## config.mk

```make
export PLATFORM = sky130hd
export DESIGN_NAME = mem_port_arbiter
export DESIGN_NICKNAME = d
export VERILOG_FILES = /design/src/rtl/mem_port_arbiter.sv
export SDC_FILE = /design/constraint.sdc
export NUM_CORES = 1
export LEC_CHECK = 0
export ABC_AREA = 1
export CORE_AREA = 2 2 107 109
export DETAILED_ROUTE_END_ITERATION = 6
export DIE_AREA = 0 0 109 111
export HOLD_SLACK_MARGIN = 0.03
export PLACE_DENSITY = 0.88
export SLEW_MARGIN = 40
export SYNTH_ARGS = -nofsm -noshare
export SYNTH_HDL_FRONTEND = slang
export SYNTH_SLANG_ARGS = --single-unit
export TNS_END_PERCENT = 1
```

## constraint.sdc

```tcl
create_clock -name clk -period 3 [get_ports clk]
set_clock_uncertainty 0.1 [all_clocks]
set_input_delay 0.9 -clock clk [delete_from_list [all_inputs] [get_ports clk]]
set_output_delay 0.9 -clock clk [all_outputs]
set_load 0.02 [all_outputs]
```

## src/rtl/mem_port_arbiter.sv

```systemverilog
// Arbitrates one memory port between instruction fetch and data access.
// Define ARB_RR_EN for round-robin contention; fixed D priority otherwise.
module mem_port_arbiter #(
    parameter int unsigned TIMEOUT_CYCLES = 1024
) (
    input  logic        clk,
    input  logic        rst,
    input  logic        i_read,
    input  logic [31:0] i_addr,
    output logic [31:0] i_rdata,
    output logic        i_resp,
    input  logic        d_read,
    input  logic        d_write,
    input  logic [3:0]  d_byte_enable,
    input  logic [31:0] d_addr,
    input  logic [31:0] d_wdata,
    output logic [31:0] d_rdata,
    output logic        d_resp,
    output logic        mem_read,
    output logic        mem_write,
    output logic [3:0]  mem_byte_enable,
    output logic [31:0] mem_address,
    output logic [31:0] mem_wdata,
    input  logic [31:0] mem_rdata,
    input  logic        mem_resp,
    output logic        grant_d,
    output logic        timeout_err
);

    typedef enum logic [1:0] {IDLE, I_BUSY, D_BUSY} state_t;

    localparam int unsigned WDW = $clog2(TIMEOUT_CYCLES + 1);
    localparam logic [WDW-1:0] WD_MAX  = WDW'(TIMEOUT_CYCLES);
    localparam logic [WDW-1:0] WD_LAST = WDW'(TIMEOUT_CYCLES - 1);

    state_t          state_q, state_d;
    logic            rd_q, rd_d;
    logic            wr_q, wr_d;
    logic [3:0]      be_q, be_d;
    logic [31:0]     addr_q, addr_d;
    logic [31:0]     wdata_q, wdata_d;
    logic [WDW-1:0]  wdog_q, wdog_d;
    logic            terr_q, terr_d;
    logic            d_req;
    logic            favour_d;
`ifdef ARB_RR_EN
    logic            last_d_q, last_d_d;
`endif

    always_comb begin
        state_d = state_q;
        rd_d    = rd_q;
        wr_d    = wr_q;
        be_d    = be_q;
        addr_d  = addr_q;
        wdata_d = wdata_q;
        wdog_d  = wdog_q;
        terr_d  = terr_q;
        d_req   = d_read | d_write;
`ifdef ARB_RR_EN
        last_d_d = last_d_q;
        favour_d = ~last_d_q;
`else
        favour_d = 1'b1;
`endif
        case (state_q)
            IDLE: begin
                if (d_req && (!i_read || favour_d)) begin
                    state_d = D_BUSY;
                    rd_d    = d_read & ~d_write;
                    wr_d    = d_write;
                    be_d    = d_byte_enable;
                    addr_d  = d_addr;
                    wdata_d = d_wdata;
                    wdog_d  = '0;
`ifdef ARB_RR_EN
                    last_d_d = 1'b1;
`endif
                end else if (i_read) begin
                    state_d = I_BUSY;
                    rd_d    = 1'b1;
                    wr_d    = 1'b0;
                    be_d    = 4'hF;
                    addr_d  = {i_addr[31:2], 2'b00};
                    wdata_d = '0;
                    wdog_d  = '0;
`ifdef ARB_RR_EN
                    last_d_d = 1'b0;
`endif
                end
            end
            I_BUSY, D_BUSY: begin
                if (mem_resp) begin
                    state_d = IDLE;
                    rd_d    = 1'b0;
                    wr_d    = 1'b0;
                end else begin
                    // Counter saturates; the error flag stays sticky.
                    if (wdog_q != WD_MAX) wdog_d = wdog_q + 1'b1;
                    if (wdog_q == WD_LAST) terr_d = 1'b1;
                end
            end
            default: state_d = IDLE;
        endcase
    end

    always_ff @(posedge clk or negedge rst) begin
        if (!rst) begin
            state_q <= IDLE;
            rd_q    <= 1'b0;
            wr_q    <= 1'b0;
            be_q    <= '0;
            addr_q  <= '0;
            wdata_q <= '0;
            wdog_q  <= '0;
            terr_q  <= 1'b0;
`ifdef ARB_RR_EN
            last_d_q <= 1'b0;
`endif
        end else begin
            state_q <= state_d;
            rd_q    <= rd_d;
            wr_q    <= wr_d;
            be_q    <= be_d;
            addr_q  <= addr_d;
            wdata_q <= wdata_d;
            wdog_q  <= wdog_d;
            terr_q  <= terr_d;
`ifdef ARB_RR_EN
            last_d_q <= last_d_d;
`endif
        end
    end

    assign i_resp          = (state_q == I_BUSY) & mem_resp;
    assign d_resp          = (state_q == D_BUSY) & mem_resp;
    assign i_rdata         = (state_q == I_BUSY) ? mem_rdata : '0;
    assign d_rdata         = (state_q == D_BUSY) ? mem_rdata : '0;
    assign grant_d         = (state_q == D_BUSY);
    assign mem_read        = rd_q;
    assign mem_write       = wr_q;
    assign mem_byte_enable = be_q;
    assign mem_address     = addr_q;
    assign mem_wdata       = wdata_q;
    assign timeout_err     = terr_q;

endmodule

```

==> key figures, run 1 <==
Synth
  • Sequential fraction of the synthesis area: 48.7%
  • Post-Syn Area: 0.00432 mm2
  • Synth warn: 0
  • Synth Register Bits: 84
  • Syn Area/Cell: just under 8 um2
  • Post-synth EDFFs: 0
  • Synth Instances: 553
  • Net Count, Synth: 696
  • Post-synth ARST share: between 90% and 100%
  • Number of library cell types mapped by synthesis: 26
  • Most common flop cell mapped by yosys: dfrtp_1

Setup path
  • Setup crit end kind: output pin
  • Worst Reg-to-Reg Cells: 7
  • CP max stage delay: 0.55 ns
  • Crit path max-delay cell type: clkdlybuf4s50_1
  • Worst setup path class: primary input to output pin
  • Crit-path cells: clkdlybuf4s50_1 > nand2_1 > inv_1 > dlygate4sd2_1
  • CP Buf/Inv Count: 3
  • Worst Path Max Fanout: 3
  • CP delay by family, top: buffers and inverters
  • CP Depth: 4
  • Worst Path Required: 2.00 ns
  • Crit path arrival time: 1.91 ns
  • CP startpoint kind: primary input

Timing
  • RSZ-0062 raised after global routing: no
  • Period minus WS final: 2.91 ns
  • Final Cycle Share: 96.9%
  • Final TNS setup: 0 ns
  • Setup ws final: 0.0921 ns
  • FMAX: 344 MHz
  • Slew HR: a little under three quarters
  • Worst slew pin tran: 0.434 ns
  • Setup-failing EPs final: 0
  • Final Hold Fails: 0
  • Slew Limit Fails: 0
  • Hold Slack: 0.383 ns

Floorplan
  • Starting density of the core: 39.0%
  • IO Count: 276
  • Die height: 111 um
  • Cell Rows: 39
  • CORE AREA: 0.0111 mm2
  • Die width: 109 um
  • Full die area: 0.0121 mm2

Global route
  • First-pass GRT wire length: approximately 22000 um
  • Largest net degree at the start of global routing: 61
  • Initial antenna violation count: 0
  • Number of global-route vias before repair: around 4400
  • GRT Overall Usage: 23.6%
  • Congestion Overflow GR: 0

Layout
  • Area Growth Syn to Fin: 73.4%
  • Multi-input logic area: 0.00173 mm2
  • Most common cell after layout, fill and taps aside: clkdlybuf4s50_1
  • Fill cells: around 930
  • Post-route cell area: 0.00749 mm2
  • Number of diodes: 0
  • Final nets: 960
  • Register area: 0.00210 mm2
  • Commonest cells after routing, fill and taps aside: clkdlybuf4s50_1, nand2_1, inv_1
  • Layout cells sized above 1: 4.38%

Drt
  • Wire per inst: 14.5 um
  • Antenna viol nets, final: 0
  • Initial drt markers: 267
  • Vias: 4614
  • DRT Wirelength: 14000 um
  • DRC: 0
  • DRT Pass-1 Iters: 5
  • Number of vias per cell: around 4.8

Clock network
  • Number of buffers created by CTS: 9
  • Clock Latency Late Sink: 0.33 ns
  • CTS max path bufs: 2
  • # clock sinks: between 80 and 90
  • Clock tree from TritonCTS: yes
  • Clock-pin slew on the worst setup and hold paths: roughly 0.06 ns
  • Setup Fix Bufs, Post-CTS: 0
  • CTS root buf: clkbuf_16
  • # hold bufs at CTS: 0
  • Post-CTS resize count: 66
  • H-tree levels: 3

Placement
  • Placer Congestion: around 0.91
  • DP HPWL: between 10000 and 15000 um
  • Port bufs: 273
  • DP Worst Slack: -0.167 ns
  • Post-DP Area: 0.00723 mm2

Pwr
  • VDD IR-drop max: 588 uV
  • Overall Power: 7.08 mW
  • Leakage power: a little under 4 nW
  • P per Cell Area: 945 mW/mm2

Min path
  • Min-delay worst type: register to register
  • Worst Hold Depth: 2

Flow run
  • Max cap viols: 0

Status
  • Status: finished clean
==> final cells by class <==
| cell class | instances | share of cell area [%] |
|---|---|---|
| clock buffers | 12 | 3.43 |
| clock inverters | 4 | 1.07 |
| inverters | 87 | 4.36 |
| multi-input cells | 349 | 23.2 |
| flip-flops and latches | 84 | 28.1 |
| well taps | 143 | 2.39 |
| repair buffers | 286 | 37.5 |
==> synthesized netlist by cell type (2+ instances only) <==
cell type    n  area, um2
a22o_1      34        298
a31oi_1     30        188
buf_2       13       65.1
buf_4        2       15.0
clkbuf_1    17       63.8
dfrtp_1     84       2100
ha_1         5       62.6
inv_1       86        323
nand2_1    161        604
nand2_2      2       12.5
nand3_1      8       40.0
nand4_1      5       31.3
nor2_1      53        199
nor3_1       2       10.0
o21ai_0     36        180
o21bai_1     2       15.0
o22a_1       4       35.0
==> path summary, 6_finish.rpt <==
check | slack, ns | from | end
max | 0.09 | mem_resp | i_resp
min | 0.38 | mem_write | mem_write
max reg2reg | 1.01 | state_q[0] | state_q[0]
min reg2reg | 0.38 | mem_write | mem_write
max in group asynchronous | 1.77 | rst | mem_wdata[31]
min in group asynchronous | 0.40 | rst | mem_address[11]
==> cells by family (layout without fill, tap and decap cells) <==
family,after synthesis,in the layout,synth area share (%)
buffers and inverters,120,389,11.2
DFF,84,84,48.7
AOI/OAI and AO/OA,107,107,16.7
xor gates and xnor gates,1,1,0.203
adders and majority gates,5,5,1.45
and+or+nand+nor,236,236,21.8
==> metal layers <==
metal	GRT usage (%)	vias up	wire, um
met3	6.58	32	1330
met5	0	-	0
met2	41.7	229	7180
met1	25.5	2067	5060
met4	10.9	0	455
li1	-	2286	-
==> per-stage QoR <==
stage | cells | utilization, %
2_1_floorplan | 553 | -
3_3_place_gp | 949 | 65.3
3_5_place_dp | 949 | 65.3
4_1_cts | 965 | 67.6
5_1_grt | 965 | 67.6
6_report | 965 | 67.6
==> worst min-delay path, delay by kind of cell (launching register included) <==
kind / cells / cell delay [ns]
and+or+nand+nor: 2 / 0.11
DFF: 1 / 0.34
==> flip-flops by register name, indices dropped and copies added (netlist names) <==
signal and cells:
mem_address 32, mem_byte_enable 4, mem_read 1, mem_wdata 32, mem_write 1, state_q 2, timeout_err 1, wdog_q 11
==> power by group <==
group | leakage (nW) | total, mW | internal (mW) | switching [mW]
logic | 2.74 | 3.94 | 1.75 | 2.19
registers | 1.02 | 1.90 | 1.62 | 0.280
clock network | 0.165 | 1.23 | 0.782 | 0.452
Power figures use the tool's default switching activity.
==> inputs of run 2 (changes only) <==
ABC_AREA = unset   (was 1)
CORE_AREA = 2 2 106 108   (was 2 2 107 109)
DIE_AREA = 0 0 108 110   (was 0 0 109 111)
GPL_ROUTABILITY_DRIVEN = 0   (was unset)
==> key figures, run 2 <==
Synth
  • Post-synth top cells: dfrtp_1, and2_1, o21ai_0, nand2_1, a22o_1
  • Synth Instances: 398
  • Area leader, netlist: dfrtp_1
  • Number of library cell types mapped by synthesis: 36
  • Synth Register Bits: 84
  • Net Count, Synth: approximately 540
  • Post-synth EDFFs: 0
  • Count leader, synth: dfrtp_1
  • Synth warn: 0
  • Most common flop cell mapped by yosys: dfrtp_1
  • Post-Syn Area: 0.00414 mm2
  • Share of the synthesized area in the top cell type: 50.8%
  • Post-synth ARST share: 100%
  • Synth top area cells: dfrtp_1, and2_1, a22o_1
  • Syn Area/Cell: ~10 um2
  • Sequential fraction of the synthesis area: 50.8%

Placement
  • Post-DP Area: ~0.0071 mm2
  • Port bufs: ~270
  • DP HPWL: slightly above 10000 um

Floorplan
  • CORE AREA: ~0.011 mm2
  • Full die area: 0.0119 mm2
  • Die height: around 110 um
  • IO Count: 276
  • Die width: 108 um
  • Cell Rows: 38
  • Starting density of the core: 38.7%

Setup path
  • Worst Path Max Fanout: 3
  • Crit path arrival time: 1.92 ns
  • Crit-path cells: clkdlybuf4s50_1 > and2_1 > dlygate4sd2_1
  • CP max stage delay: 0.55 ns
  • CP startpoint kind: primary input
  • Setup crit end kind: output pin
  • Worst setup path class: primary input to output pin
  • Worst Path Required: ~2.0 ns
  • Crit path max-delay cell type: clkdlybuf4s50_1

Clock network
  • CTS root buf: clkbuf_8
  • # clock sinks: 84
  • Number of buffers created by CTS: 9
  • # hold bufs at CTS: 0
  • Setup Fix Bufs, Post-CTS: 0
  • Clock tree from TritonCTS: yes
  • Clock-pin slew on the worst setup and hold paths: 0.08 ns
  • Clock Latency Late Sink: 0.35 ns
  • CTS max path bufs: 2
  • H-tree levels: 3

Drt
  • DRT Wirelength: 13100 um
  • DRC: 0
  • Met3 wire length: ~1200 um
  • Number of vias per cell: 5.00
  • DRT Pass-1 Iters: 4
  • Wire per inst: approximately 16 um
  • Wl on met1: between 4000 and 5000 um
  • Antenna viol nets, final: 0
  • Initial drt markers: between 150 and 200
  • Wire length on met2: slightly below 7000 um
  • Top routing layer used: met4
  • Vias: slightly above 4000

Timing
  • Slew HR: a little over 60%
  • Worst slew pin tran: 0.563 ns
  • Final Hold Fails: 0
  • Slew Limit Fails: 0
  • Hold Slack: 0.360 ns
  • Period minus WS final: just under 3 ns
  • Final TNS setup: 0 ns
  • Setup-failing EPs final: 0
  • Final Cycle Share: 97.5%
  • FMAX: 342 MHz
  • RSZ-0062 raised after global routing: no

Pwr
  • Combinational Power Share: about three fifths
  • Switching part of the total: a little over two fifths
  • Leakage power: ~3.3 nW
  • Seq pwr share: 28.4%
  • Psw: 2.93 mW
  • P per Cell Area: 948 mW/mm2
  • Overall Power: between 6 and 7 mW
  • VDD IR-drop max: between 500 and 600 uV
  • Internal power: 3.90 mW
  • Clock power share: 12.3%

Layout
  • Most common cell after layout, fill and taps aside: clkdlybuf4s50_1
  • Layout cells sized above 1: 5.96%
  • Final nets: 809
  • Fill cells: 806
  • Commonest cells after routing, fill and taps aside: clkdlybuf4s50_1, dfrtp_1, and2_1
  • Area Growth Syn to Fin: 74.1%
  • Post-route cell area: slightly above 0.007 mm2

Status
  • Status: finished clean

Global route
  • Largest net degree at the start of global routing: 73
  • First-pass GRT wire length: between 15000 and 20000 um
  • Number of global-route vias before repair: 4014
  • Congestion Overflow GR: 0
  • GRT Overall Usage: around a fifth
  • Initial antenna violation count: 1

Flow run
  • Max cap viols: 0

Min path
  • Min-delay worst type: register to register
[run 2: changes by cell type after synthesis, moves of 4 or more]
cell / before / now
a31oi_1: 30 / 0
and2_1: 0 / 68
inv_1: 86 / 7
mux2i_1: 0 / 30
nand2_1: 161 / 38
nand4_1: 5 / 0
nor2_1: 53 / 6
o21ai_0: 36 / 43
o31a_1: 0 / 4
o31ai_1: 0 / 5
or4_1: 0 / 4
[run 2: logic make-up after synthesis]
family                     share of synthesized area [%]
DFF                                                 50.8
buffers and inverters                               3.90
AOI/OAI and AO/OA                                   18.7
muxes                                               7.26
adders and majority gates                           1.51
and+or+nand+nor                                     17.8
[run 2: worst paths after layout]
path                             start  cells after the start  slack (ns)                  to
setup / recovery              mem_resp                      3        0.08              d_resp
hold / removal             timeout_err                      1        0.36         timeout_err
setup reg to reg            state_q[1]                      6        0.70           wdog_q[7]
hold reg to reg            timeout_err                      1        0.36         timeout_err
max in group asynchronous          rst                      2        1.77  mem_byte_enable[3]
min in group asynchronous          rst                      1        0.41       mem_wdata[17]
[run 2: metrics by stage]
stage	setup slack, ns	util, %	cells
global route	0.0244	67.3	812
finish	0.0762	67.3	812
global placement	-0.214	66.0	795
detailed placement	-0.219	66.0	795
floorplan	0.741	-	398
CTS	0.0510	67.2	811
[run 2: critical path, delay by kind of cell]
kind / cells / cell delay, ns
buffers and inverters: 2 / 0.88
AND/OR/NAND/NOR: 1 / 0.14
[run 2: layer usage]
metal / GRT usage [%] / vias up
li1: - / 1934
met2: 38.5 / 188
met3: 6.29 / 20
met4: 7.97 / 0
met1: 23.3 / 1917
met5: 0 / -
[run 2: area by class of cell]
class,instances,area (um2),share of cell area (%)
antenna,1,2.50,0.0348
clock buffer,10,138,1.91
clock inverter,6,72.6,1.01
inverter,7,26.3,0.365
multi-input combinational,277,1890,26.3
sequential,84,2100,29.2
tap,140,175,2.43
timing repair buffer,287,2790,38.8
[run 2: timing repair]
item	4_1_cts	5_1_grt
setup endpoints to repair	65	1
pin swaps	0	0
gates resized for setup	65	1
[run 2: power groups by stage]
stage	Clock [mW]	Sequential, mW	Combinational, mW
after global placement	0	1.93	4.14
after detailed placement	0	1.94	4.25
after CTS	0.857	1.94	4.09
after floorplan	0	2.47	1.74
after global routing	0.896	2.00	4.35
final	0.839	1.94	4.05
==> inputs of run 3 (changes only) <==
CAP_MARGIN = 20   (was unset)
CORE_AREA = unset   (was 2 2 106 108)
CORE_UTILIZATION = 36   (was unset)
DIE_AREA = unset   (was 0 0 108 110)
PLACE_DENSITY = 0.83   (was 0.88)
RECOVER_POWER = 25   (was unset)
clock period = 3.2 ns   (was 3 ns; I/O delays follow)
==> key figures, run 3 (synthesis results as in run 2) <==
Clock network
  • CTS max path bufs: 2
  • Number of buffers created by CTS: 9
  • # hold bufs at CTS: 0
  • Setup Fix Bufs, Post-CTS: 0
  • CTS root buf: clkbuf_16
  • Clock-pin slew on the worst setup and hold paths: 0.06 ns
  • # clock sinks: 84
  • Clock Latency Late Sink: 0.33 ns
  • H-tree levels: 3
  • Clock tree from TritonCTS: yes

Floorplan
  • CORE AREA: approximately 0.011 mm2
  • IO Count: 276
  • Starting density of the core: a little under two fifths
  • Die height: 109 um
  • Cell Rows: 38
  • Die width: 109 um
  • Full die area: approximately 0.012 mm2

Layout
  • Register area: 0.00210 mm2
  • Multi-input logic area: 0.00189 mm2
  • Most common cell after layout, fill and taps aside: clkdlybuf4s50_1
  • Final nets: ~810
  • Commonest cells after routing, fill and taps aside: clkdlybuf4s50_1, dfrtp_1, and2_1
  • Layout cells sized above 1: 5.37%
  • Fill cells: a little under 900
  • Area Growth Syn to Fin: 76.9%
  • Post-route cell area: 0.00731 mm2

Drt
  • Antenna viol nets, final: 0
  • DRC: 0
  • Number of vias per cell: roughly 5.0
  • DRT Wirelength: 13600 um
  • Vias: between 4000 and 5000
  • Wire per inst: 16.8 um
  • DRT Pass-1 Iters: 4
  • Initial drt markers: 334

Placement
  • DP HPWL: 10600 um
  • DP Worst Slack: -0.120 ns
  • Port bufs: roughly 270
  • Post-DP Area: 0.00707 mm2

Timing
  • RSZ-0062 raised after global routing: no
  • Slew Limit Fails: 39
  • Final TNS setup: 0 ns
  • Worst slew pin tran: 2.12 ns
  • Period minus WS final: 3.03 ns
  • Final Cycle Share: a little over nine tenths
  • Setup ws final: 0.175 ns
  • Final Hold Fails: 0
  • FMAX: 331 MHz
  • Slew HR: -41.5%
  • Hold Slack: 0.373 ns
  • Setup-failing EPs final: 0

Pwr
  • Overall Power: approximately 6.7 mW
  • Combinational Power Share: between 50% and 60%
  • Seq pwr share: 27.2%
  • P per Cell Area: between 900 and 1000 mW/mm2
  • Psw: ~2.8 mW
  • Internal power: 3.90 mW
  • Leakage power: 3.42 nW
  • VDD IR-drop max: 633 uV
  • Switching part of the total: 41.5%
  • Clock power share: between 10% and 20%

Global route
  • GRT Overall Usage: 22.7%
  • Number of global-route vias before repair: about 4000
  • Largest net degree at the start of global routing: 62
  • Congestion Overflow GR: 0
  • First-pass GRT wire length: 20400 um
  • Initial antenna violation count: 1

Setup path
  • Worst Path Max Fanout: 3
  • Crit-path cells: clkdlybuf4s50_1 > and2_1 > dlygate4sd2_1
  • Setup crit end kind: output pin
  • CP delay by family, top: buffers and inverters
  • Worst setup path class: primary input to output pin
  • Crit path arrival time: 1.97 ns
  • CP startpoint kind: primary input
  • CP Buf/Inv Count: 2
  • Crit path max-delay cell type: clkdlybuf4s50_1
  • Worst Path Required: 2.14 ns
  • CP max stage delay: about 0.53 ns

Status
  • Failing checks: max-capacitance violations, max-slew violations
  • Status: complete, but fails checks

Min path
  • Min-delay worst type: register to register

Flow run
  • Max cap viols: 1
[run 3: final timing paths]
kind	startpoint	endpoint	slack (ns)	cells past startpoint
worst min register to register	timeout_err	timeout_err	0.37	1
max in group asynchronous	rst	wdog_q[0]	0.64	1
worst max-delay path	mem_resp	d_resp	0.17	3
worst min-delay path	timeout_err	timeout_err	0.37	1
min in group asynchronous	rst	mem_wdata[27]	1.14	1
worst max register to register	state_q[1]	wdog_q[7]	0.81	6
[run 3: cell type report]
cell class / count / area share (%)
Timing Repair Buffer: 286 / 38.6
Sequential cell: 84 / 28.7
Multi-Input combinational cell: 277 / 25.8
Clock buffer: 11 / 3.18
Tap cell: 140 / 2.39
Clock inverter: 5 / 0.838
Inverter: 7 / 0.359
Antenna cell: 1 / 0.0342
[run 3: power groups by stage]
stage | Sequential (mW) | Combinational, mW | Clock [mW]
floorplan | 2.32 | 1.63 | 0
global placement | 1.80 | 3.91 | 0
detailed placement | 1.81 | 4.00 | 0
CTS | 1.81 | 3.87 | 1.04
global route | 1.87 | 4.13 | 1.10
finish | 1.81 | 3.84 | 1.02
[run 3: per-layer routing]
layer	global-route usage [%]	wire, um
met5	0	0
met4	9.33	384
met3	6.46	1260
met2	41.6	7260
met1	24.2	4720
[run 3: what timing repair did]
item                                    CTS  global route
endpoints found under the hold margin     0             0
endpoints found under the setup margin   56             9
resized for setup                        56             9
[run 3: metrics by stage]
step                instances  util (%)
finish                    811      66.3
floorplan                 398         -
CTS                       810      66.1
global route              811      66.3
global placement          794      64.1
detailed placement        794      64.1
==> edit, RTL diff (settings of run 2) <==
The parameter `TIMEOUT_CYCLES` goes from 1024 to 2048.
--- a/src/rtl/mem_port_arbiter.sv
+++ b/src/rtl/mem_port_arbiter.sv
@@ -2,5 +2,5 @@
 // Define ARB_RR_EN for round-robin contention; fixed D priority otherwise.
 module mem_port_arbiter #(
-    parameter int unsigned TIMEOUT_CYCLES = 1024
+    parameter int unsigned TIMEOUT_CYCLES = 2048
 ) (
     input  logic        clk,
Formal check against the unedited RTL: no difference found for any inputs over 4 cycles, from zero or initial values and one cycle with rst low; that may be too few to reach the edited logic, so the function may still have changed.
==> edit against run 2 <==
Worst setup slack improved by 39 ps; routed wire length fell by 0.27%; global-route usage rose by 0.59 points; design area rose by 1.4%; synthesized cell count rose by 2.0%; highest routed layer unchanged; sequential cell count rose by 1; sequential share of layout area fell by 0.073 points; synthesized area rose by 3.3%; critical path type unchanged; power barely moved.
==> edit: results (changes against run 2) <==
Number of warnings reported in the yosys synthesis log: 0 (unchanged). The run finished with clean final reports. The run gives 4162 (+3.7%) as the via count of the first global-routing pass. The number of optimization iterations in the first detailed-route pass is 4 (unchanged).

For the number of distinct standard cells referenced by the synthesized netlist, the log shows 45 (+25%). The worst slew margin relative to its limit is 65.7% (+3.7 points). The tree is rooted in a sky130_fd_sc_hd__clkbuf_8. The routed length per placed instance works out to 16.0 um (-1.2%). The CTS clock-pin slew for the worst setup and hold paths works out to 80 ps (about the same). The data arrival time of the worst path is 1880 ps (-40 ps).

Yosys attributes the largest share of cell area to sky130_fd_sc_hd__dfrtp_1 50%, sky130_fd_sc_hd__and2_1 9.8%, sky130_fd_sc_hd__a22o_1 7.6%, sky130_fd_sc_hd__mux2i_1 7.5%, sky130_fd_sc_hd__o21ai_0 4.8%. The minimum clock period after layout was 2880 ps (-39.3 ps); the met1 track demand over resource was 22.7% (-0.62 points). The fraction of layout instances using a drive strength above 1 works out to 5.46% (-0.50 points). The logs give 20100 um (+2.7%) for the global-route wire length before repair and 10300 um (+0.45%) for the HPWL after detailed placement. The logs give -169 ps (+50.0 ps) for the placement-stage worst setup slack and 790 ps (+90 ps) for the worst-case register-to-register setup slack. Final net count: 816 (+0.87%). The worst flop-to-flop path endpoint is wdog_q[3]$_DFFE_PN0P_. The maximum level of the CTS H-tree came out at 3 (unchanged). The run gives 0.511 mV (-9.5%) as the worst supply voltage drop on vdd. The cell area after placement came out at 7150 um^2 (+1.2%). The vias per cell works out to 4.98 (-0.37%). The tools report the end of the critical path as d_resp. The most critical setup path has its startpoint at mem_resp. The number of buffers inserted during clock tree synthesis is 9 (unchanged). In this run the critical register-to-register path is launched from state_q[0]$_DFFE_PN0P_. The tools report the synthesized netlist net count as 549 (+1.5%). The combined global-route utilization of all metal layers was 21.7% (+0.59 points).

The leakage dissipation came out at 0.00332 uW (+0.95%). The clock network latency to the later pin of the worst-skew pair was 370 ps (+20 ps); the number of antenna violations at the first check in global routing was 2 (+1). The global-route met2 utilization was 40.9% (+2.4 points). Depth of the most critical reg-to-reg path: 6 (unchanged). By count the netlist is led by 85 x sky130_fd_sc_hd__dfrtp_1, 67 x sky130_fd_sc_hd__and2_1, 41 x sky130_fd_sc_hd__o21ai_0. For the number of buffers on the longest clock path, the log shows 2 (unchanged). The met3 demand-to-capacity share in global routing was 5.41% (-0.88 points). The synthesized area divided by synthesized cell count was 10.5 um^2 (+1.3%); the global-route congestion overflow total was 0 (unchanged).

The post-synthesis async set-or-reset flop share was 100% (unchanged). In this run the worst hold path is classified as reg -> reg. The count of routing violations after the opening detailed-route iteration was 184 (+16%); the number of buffers inserted by port buffering was 273 (unchanged).

The share of the yosys chip area belonging to registers is 49.8% (-1.1 points), and the via count is 4084 (+0.62%). The largest fanout of any net on the critical path is 3 (unchanged). The pin count of the biggest net entering global routing is 75 (+2.7%), and the instance count after placement with tap cells included is 802 (+0.88%).
edit: cell count changes after synthesis, sizes merged, moves of 2 or more:
cell,change
and3,+2
o31a,-2
buf,+3
or4,-4
clkbuf,-7
o31ai,-8
nor2,+2
nor3,+2
mux2i,+2
a21oi,+2
inv,+4
nand2,+2
nand4,+7
edit: power by group:
group          total (uW)  switching, uW  internal, uW  leakage, uW
logic                3960           2150          1810      0.00215
registers            1930            295          1640      0.00106
clock network         930            449           482     0.000112
edit: timing repair:
| item | 4_1_cts | 5_1_grt |
|---|---|---|
| endpoints found under the setup margin | 66 | 1 |
| resized for setup | 66 | 1 |
| pin swaps | 0 | 0 |
| buffers inserted | 0 | 0 |
edit: layer usage:
layer	wire [um]	vias up	share of wire, %
met1	4820	1901	37
met2	7000	187	53
li1	-	1972	-
met5	0	-	0
met4	298	0	2.3
met3	992	24	7.6
edit: cell type report:
cell class,count,area (um^2)
inverters,11,41.3
fillers,819,3400
diodes,2,5.00
repair buffers,282,2760
well taps,140,175
flip-flops and latches,85,2130
clock buffers,9,124
multi-input cells,284,1970
clock inverters,7,105
edit: cell families (layout without fill, tap and decap cells):
logic type | count (synthesis) | in the layout | synth area share [%]
and+or+nand+nor | 145 | 145 | 19.8
AOI/OAI and AO/OA | 102 | 102 | 17.2
DFF | 85 | 85 | 49.8
buffers and inverters | 37 | 309 | 4.30
muxes | 32 | 32 | 7.50
adders and majority gates | 5 | 5 | 1.46
other | 0 | 2 | 0
edit: worst min-delay path by stage:
| stage | startpoint | cells past startpoint | slack (ps) | endpoint |
|---|---|---|---|---|
| floorplan | wdog_q[11]$_DFFE_PN0P_ | 1 | 400 | timeout_err$_DFFE_PN0P_ |
| global placement | timeout_err$_DFFE_PN0P_ | 2 | 360 | timeout_err$_DFFE_PN0P_ |
| detailed placement | timeout_err$_DFFE_PN0P_ | 2 | 350 | timeout_err$_DFFE_PN0P_ |
| CTS | timeout_err$_DFFE_PN0P_ | 2 | 370 | timeout_err$_DFFE_PN0P_ |
| global route | timeout_err$_DFFE_PN0P_ | 2 | 410 | timeout_err$_DFFE_PN0P_ |
| finish | timeout_err$_DFFE_PN0P_ | 2 | 370 | timeout_err$_DFFE_PN0P_ |
edit: critical path, cell delays in order:
cell                              delay, ps
sky130_fd_sc_hd__clkdlybuf4s50_1        510
sky130_fd_sc_hd__and2_1                 130
sky130_fd_sc_hd__dlygate4sd2_1          340
